===== src/rtl/datatape_pkg.sv =====
// Shared definitions for the video-out scheduler: FSM state encoding,
// payload opcode and FIFO sizing defaults.
package datatape_pkg;

    typedef enum logic [2:0] {
        ST_IDLE    = 3'd0,
        ST_LEN_HI  = 3'd1,
        ST_LEN_LO  = 3'd2,
        ST_PAY_ACC = 3'd3,
        ST_PAY_LO  = 3'd4,
        ST_DISCARD = 3'd5
    } state_t;

    localparam int          FIFO_DEPTH_DEF  = 2048;
    localparam int          FULL_THRESH_DEF = 2040;
    localparam logic [7:0]  OP_DATA_DEF     = 8'hA5;

endpackage


===== src/rtl/sat_counter.sv =====
// 16-bit event counter that sticks at all-ones; registered output,
// increments on the clock edge after inc is seen high.
module sat_counter (
    input  logic        clk,
    input  logic        rst,
    input  logic        inc,
    output logic [15:0] count
);

    always_ff @(posedge clk or negedge rst) begin
        if (!rst) begin
            count <= 16'd0;
        end else if (inc && (count != 16'hFFFF)) begin
            count <= count + 16'd1;
        end
    end

endmodule


===== src/rtl/vout_sched.sv =====
// Parses opcode/LEN framed byte stream and writes payload as nibbles, hi first, 1 and 2 cycles after accept.
// Backpressure: rx_ready drops in PAY_LO and in PAY_ACC while the FIFO fill level reaches FULL_THRESH.
module vout_sched
    import datatape_pkg::*;
#(
    parameter int         FIFO_DEPTH  = FIFO_DEPTH_DEF,
    parameter int         FULL_THRESH = FULL_THRESH_DEF,
    parameter logic [7:0] OP_DATA     = OP_DATA_DEF
) (
    input  logic                          clk,
    input  logic                          rst,
    input  logic [7:0]                    rx_data,
    input  logic                          rx_valid,
    output logic                          rx_ready,
    input  logic                          rx_last,
    input  logic                          rx_user,
    output logic [3:0]                    fifow_data,
    output logic                          fifow_request,
    input  logic [$clog2(FIFO_DEPTH)-1:0] fifow_used_words,
    output logic                          busy,
    output logic [15:0]                   cnt_frames,
    output logic [15:0]                   cnt_errors
);

    state_t      state;
    state_t      after_lo;
    state_t      end_state;
    logic [15:0] remaining;
    logic [15:0] len_full;
    logic [15:0] rem_dec;
    logic [3:0]  lo_nib;
    logic        room;
    logic        xfer;
    logic        cnt_zero;
    logic        ev_good;
    logic        ev_err;

    assign room     = 32'(fifow_used_words) < FULL_THRESH;
    assign rx_ready = (state == ST_PAY_ACC) ? room : (state != ST_PAY_LO);
    assign busy     = (state != ST_IDLE);
    assign xfer     = rx_valid && rx_ready;

    assign len_full = {remaining[15:8], rx_data};
    assign rem_dec  = remaining - 16'd1;

    // LEN_LO and PAY_ACC share the same end-of-frame rules, keyed on the
    // count of payload bytes still owed after this byte.
    assign cnt_zero = (state == ST_LEN_LO) ? (len_full == 16'd0) : (rem_dec == 16'd0);

    always_comb begin
        end_state = ST_PAY_ACC;
        if (rx_last)       end_state = ST_IDLE;
        else if (cnt_zero) end_state = ST_DISCARD;
    end

    always_comb begin
        ev_good = 1'b0;
        ev_err  = 1'b0;
        if (xfer) begin
            case (state)
                ST_IDLE:   ev_err = rx_last || (rx_data != OP_DATA);
                ST_LEN_HI: ev_err = rx_last;
                ST_LEN_LO, ST_PAY_ACC: begin
                    if (cnt_zero && rx_last) begin
                        ev_good = !rx_user;
                        ev_err  = rx_user;
                    end else begin
                        ev_err  = cnt_zero || rx_last;
                    end
                end
                default: ;
            endcase
        end
    end

    always_ff @(posedge clk or negedge rst) begin
        if (!rst) begin
            state         <= ST_IDLE;
            after_lo      <= ST_IDLE;
            remaining     <= 16'd0;
            lo_nib        <= 4'd0;
            fifow_data    <= 4'd0;
            fifow_request <= 1'b0;
        end else begin
            fifow_request <= 1'b0;
            case (state)
                ST_IDLE: begin
                    if (xfer) begin
                        if (rx_last)                 state <= ST_IDLE;
                        else if (rx_data == OP_DATA) state <= ST_LEN_HI;
                        else                         state <= ST_DISCARD;
                    end
                end
                ST_LEN_HI: begin
                    if (xfer) begin
                        remaining[15:8] <= rx_data;
                        state           <= rx_last ? ST_IDLE : ST_LEN_LO;
                    end
                end
                ST_LEN_LO: begin
                    if (xfer) begin
                        remaining[7:0] <= rx_data;
                        state          <= end_state;
                    end
                end
                ST_PAY_ACC: begin
                    if (xfer) begin
                        remaining     <= rem_dec;
                        fifow_data    <= rx_data[7:4];
                        fifow_request <= 1'b1;
                        lo_nib        <= rx_data[3:0];
                        after_lo      <= end_state;
                        state         <= ST_PAY_LO;
                    end
                end
                ST_PAY_LO: begin
                    // Low nibble goes out regardless of what follows.
                    fifow_data    <= lo_nib;
                    fifow_request <= 1'b1;
                    state         <= after_lo;
                end
                ST_DISCARD: begin
                    if (xfer && rx_last) state <= ST_IDLE;
                end
                default: state <= ST_IDLE;
            endcase
        end
    end

    sat_counter u_cnt_frames (
        .clk   (clk),
        .rst   (rst),
        .inc   (ev_good),
        .count (cnt_frames)
    );

    sat_counter u_cnt_errors (
        .clk   (clk),
        .rst   (rst),
        .inc   (ev_err),
        .count (cnt_errors)
    );

endmodule

===== config.mk =====
export PLATFORM = sky130hd
export DESIGN_NAME = vout_sched
export DESIGN_NICKNAME = d
export VERILOG_FILES = /design/src/rtl/datatape_pkg.sv /design/src/rtl/sat_counter.sv /design/src/rtl/vout_sched.sv
export SDC_FILE = /design/constraint.sdc
export NUM_CORES = 1
export LEC_CHECK = 0
export CAP_MARGIN = 20
export CELL_PAD_IN_SITES_DETAIL_PLACEMENT = 2
export CELL_PAD_IN_SITES_GLOBAL_PLACEMENT = 2
export CORE_MARGIN = 1
export CORE_UTILIZATION = 30
export CTS_BUF_LIST = sky130_fd_sc_hd__clkbuf_4 sky130_fd_sc_hd__clkbuf_8 sky130_fd_sc_hd__clkbuf_16
export CTS_CLUSTER_SIZE = 10
export DETAILED_ROUTE_END_ITERATION = 10
export MAX_ROUTING_LAYER = met4
export PLACE_DENSITY_LB_ADDON = 0.25
export RECOVER_POWER = 50
export SLEW_MARGIN = 25
export SYNTH_ARGS = -nofsm -noshare
export SYNTH_HDL_FRONTEND = slang
export SYNTH_SLANG_ARGS = --single-unit

===== constraint.sdc =====
create_clock -name clk -period 8 [get_ports clk]
set_input_delay 1.2 -clock clk [delete_from_list [all_inputs] [get_ports clk]]
set_output_delay 1.2 -clock clk [all_outputs]
set_load 0.01 [all_outputs]

==> flow_metrics.env <==
export IMPL_hold_viol_final=0
export IMPL_slew_headroom_pct=-139
export IMPL_ff_latch_area_mm2=0.00158
export IMPL_htree_levels=3
export IMPL_post_cts_resized=0
export IMPL_start_kind="primary input"
export IMPL_fp_dieW_um=113
export IMPL_synth_most_common_cell="dfrtp_1"
export IMPL_routed_wl_mm=11.3
export IMPL_hold_depth=1
export IMPL_worstHoldEndpoint="after_lo[0]"
export IMPL_worstHoldPathType="reg2reg"
export IMPL_synth_area_leader_cell="dfrtp_1"
export IMPL_fin_setup_tns_ps=0
export IMPL_worstPathMaxFanout=63
export IMPL_r2r_setup_slack_ps=4310
export IMPL_clockBufferDepth=2
export IMPL_grt_busiest_layer="met2"
export IMPL_worst_pin_slew_ps=3590
export IMPL_critPathRequiredTime_ps=7610
export IMPL_tritoncts_num_buffers=9
export IMPL_synthTopCellsByCount="dfrtp_1 (63), nand2_1 (34), nor2_1 (34), o21ai_0 (34), xor2_1 (26)"
export IMPL_fp_row_count=40
export IMPL_yosysWarnings=0
export IMPL_die_h_um=113
export IMPL_cap_violations=1
export IMPL_cp_top_family="buffers and inverters"
export IMPL_clk_latency_ps=330
export IMPL_syn_avg_cell_area_um2=9.34
export IMPL_comb_power_share_pct=33.2
export IMPL_post_cts_buffers=0
export IMPL_multi_input_area_mm2=0.00200
export IMPL_synth_edf_count=0
export IMPL_core_area_mm2=0.0120
export IMPL_ir_worst_vdd_uv=115
export IMPL_detail_route_iter0_violations=110
export IMPL_antenna_found_initial=0
export IMPL_io_pins=63
export IMPL_clockRootBuffer="clkbuf_16"
export IMPL_globalplace_congestion=0.785
export IMPL_dieArea_mm2=0.0128
export IMPL_switching_share_pct=37.4
export IMPL_synthFlopType="dfrtp_1"
export IMPL_rsz0062_at_grt="no"
export IMPL_drtAntennaViolNets=0
export IMPL_nets=477
export IMPL_tritoncts="done"
export IMPL_cp_arrival_ps=3840
export IMPL_finalMaxSlewViolations=64
export IMPL_antennaDiodeCount=0
export IMPL_switchingPower_w=0.000548
export IMPL_powerDensity_mw_per_mm2=310
export IMPL_avgViaCountPerCell=5.50
export IMPL_power_frac_clock_pct=29.1
export IMPL_syn_to_final_growth_pct=27.5
export IMPL_min_period_ps=4230
export IMPL_setup_viol_count_final=0
export IMPL_async_reset_ff_share_pct=100
export IMPL_seqPwrFrac_pct=37.6
export IMPL_cp_slowest_cell="clkbuf_1"
export IMPL_path_buf_inv=2
export IMPL_max_freq_mhz=237
export IMPL_clock_skew_ps=7.29
export IMPL_grt_overflow=0
export IMPL_path_class="in2async"
export IMPL_initial_core_util_pct=30.9
export IMPL_io_buffers=59
export IMPL_grt_pass1_wl_mm=19.2
export IMPL_hold_slack_ps=478
export IMPL_wl_per_cell_um=18.9
export IMPL_synth_cell_types=56
export IMPL_syn_area_mm2=0.00371
export IMPL_path_cells="buf_2 > clkbuf_1"
export IMPL_met2_usage_pct=31.3
export IMPL_yosys_top_cells_area="dfrtp_1 (42%), xor2_1 (6.1%), o21ai_0 (4.6%), nand2_1 (3.4%), nor2_1 (3.4%)"
export IMPL_grt_usage_pct=19.7
export IMPL_worstReg2RegEnd="u_cnt_frames.count[14]"
export IMPL_p_int_w=0.000916
export IMPL_fill_cells=1308
export IMPL_max_stage_delay_ps=2520
export IMPL_status="finished, violations left"
export IMPL_worstReg2RegStart="state[2]"
export IMPL_period_share_pct=52.8
export IMPL_grt_pass1_vias=3617
export IMPL_postCtsHoldBufs=0
export IMPL_power_leakage_nw=1.99
export IMPL_grt_max_degree=64
export IMPL_cts_sinks=63
export IMPL_grt_use_met3_pct=3.43
export IMPL_syn_nets=425
export IMPL_dpl_hpwl_mm=7.82
export IMPL_rr_worst_depth=7
export IMPL_ys_seq_area_share_pct=42.5
export IMPL_hold_path_startpoint="after_lo[0]"
export IMPL_use_met1_pct=25.4
export IMPL_synth_cells=397
export IMPL_end_kind="asynchronous set/reset pin"
export IMPL_layout_drive_gt1_share_pct=9.49
export IMPL_drc_errors=0
export IMPL_synth_top_area_share_pct=42.5
export IMPL_vias=3300
export IMPL_total_power_w=0.00146
export IMPL_violations="max-capacitance violations, max-slew violations"
export IMPL_clk_pin_slew_ps=50
export IMPL_firstDrtPassIters=4
export IMPL_synth_seq_cells=63
## sequential cells by signal, indices dropped and copies added (netlist names)
register	flops
remaining	16
u_cnt_errors.count	16
u_cnt_frames.count	16
fifow_data	4
lo_nib	4
after_lo	3
state	3
fifow_request	1
## placed cells by master, fill, tap and decap left out, drive strengths merged, types with 4 or more instances in the layout
cell	netlist	final
dlygate4sd3	0	19
mux2i	5	5
and2	4	4
xnor2	4	4
o21ai	37	37
nor3b	9	9
clkdlybuf4s50	0	39
nand2b	5	5
dfrtp	63	63
nor4b	11	11
a21oi	21	21
nor4	8	8
a31oi	6	6
a22oi	4	4
nand3	13	13
clkbuf	17	13
nor2	34	34
nand4	8	8
mux2	7	7
ha	4	4
a22o	4	4
inv	10	10
xor2	26	26
and3	5	5
nand2	34	34
nor3	19	19
## stage by stage
stage          worst slack, ps  util (%)  cells  area [um^2]
6_report                  3770      39.4    600         4730
5_1_grt                   2980      39.4    600         4730
4_1_cts                   3640      39.4    600         4730
3_5_place_dp              3380      36.7    585         4410
3_3_place_gp              3440      36.7    585         4410
2_1_floorplan             4560         -    397         3710
## how the worst max path moves through the flow
stage,from,end,cells after the start
floorplan,rx_data[6],u_cnt_errors.count[1],7
global placement,rx_data[1],u_cnt_errors.count[1],8
detailed placement,rx_data[1],u_cnt_errors.count[1],8
CTS,rx_data[1],u_cnt_errors.count[1],8
global route,rst,remaining[14],2
finish,rst,remaining[1],2
## kinds of logic after synthesis
logic type                 synth area share [%]
and+or+nand+nor                            26.4
AOI/OAI and AO/OA                          15.6
DFF                                        42.5
buffers and inverters                      3.61
xor gates and xnor gates                   7.08
muxes                                      3.47
adders and majority gates                  1.35
## layer usage
layer	part of all wire [%]	up-vias	wire, um
met5	0	-	0
met4	1.4	0	164
met1	48	1703	5390
met3	1.8	11	199
li1	-	1543	-
met2	49	43	5590
## power by group through the flow
stage / logic (W) / registers (W) / clock network, W
floorplan: 0.000351 / 0.000499 / 0
global placement: 0.000480 / 0.000550 / 0
detailed placement: 0.000496 / 0.000557 / 0
CTS: 0.000502 / 0.000552 / 0.000436
global route: 0.000544 / 0.000573 / 0.000449
finish: 0.000487 / 0.000551 / 0.000426
## layout make-up
type / instances / share of cell area (%)
timing repair buffer: 62 / 12.8
clock inverter: 3 / 1.43
clock buffer: 12 / 5.37
sequential: 63 / 33.3
tap: 147 / 3.89
inverter: 10 / 0.794
multi-input combinational: 303 / 42.4
(Power assumes the default switching activity.)
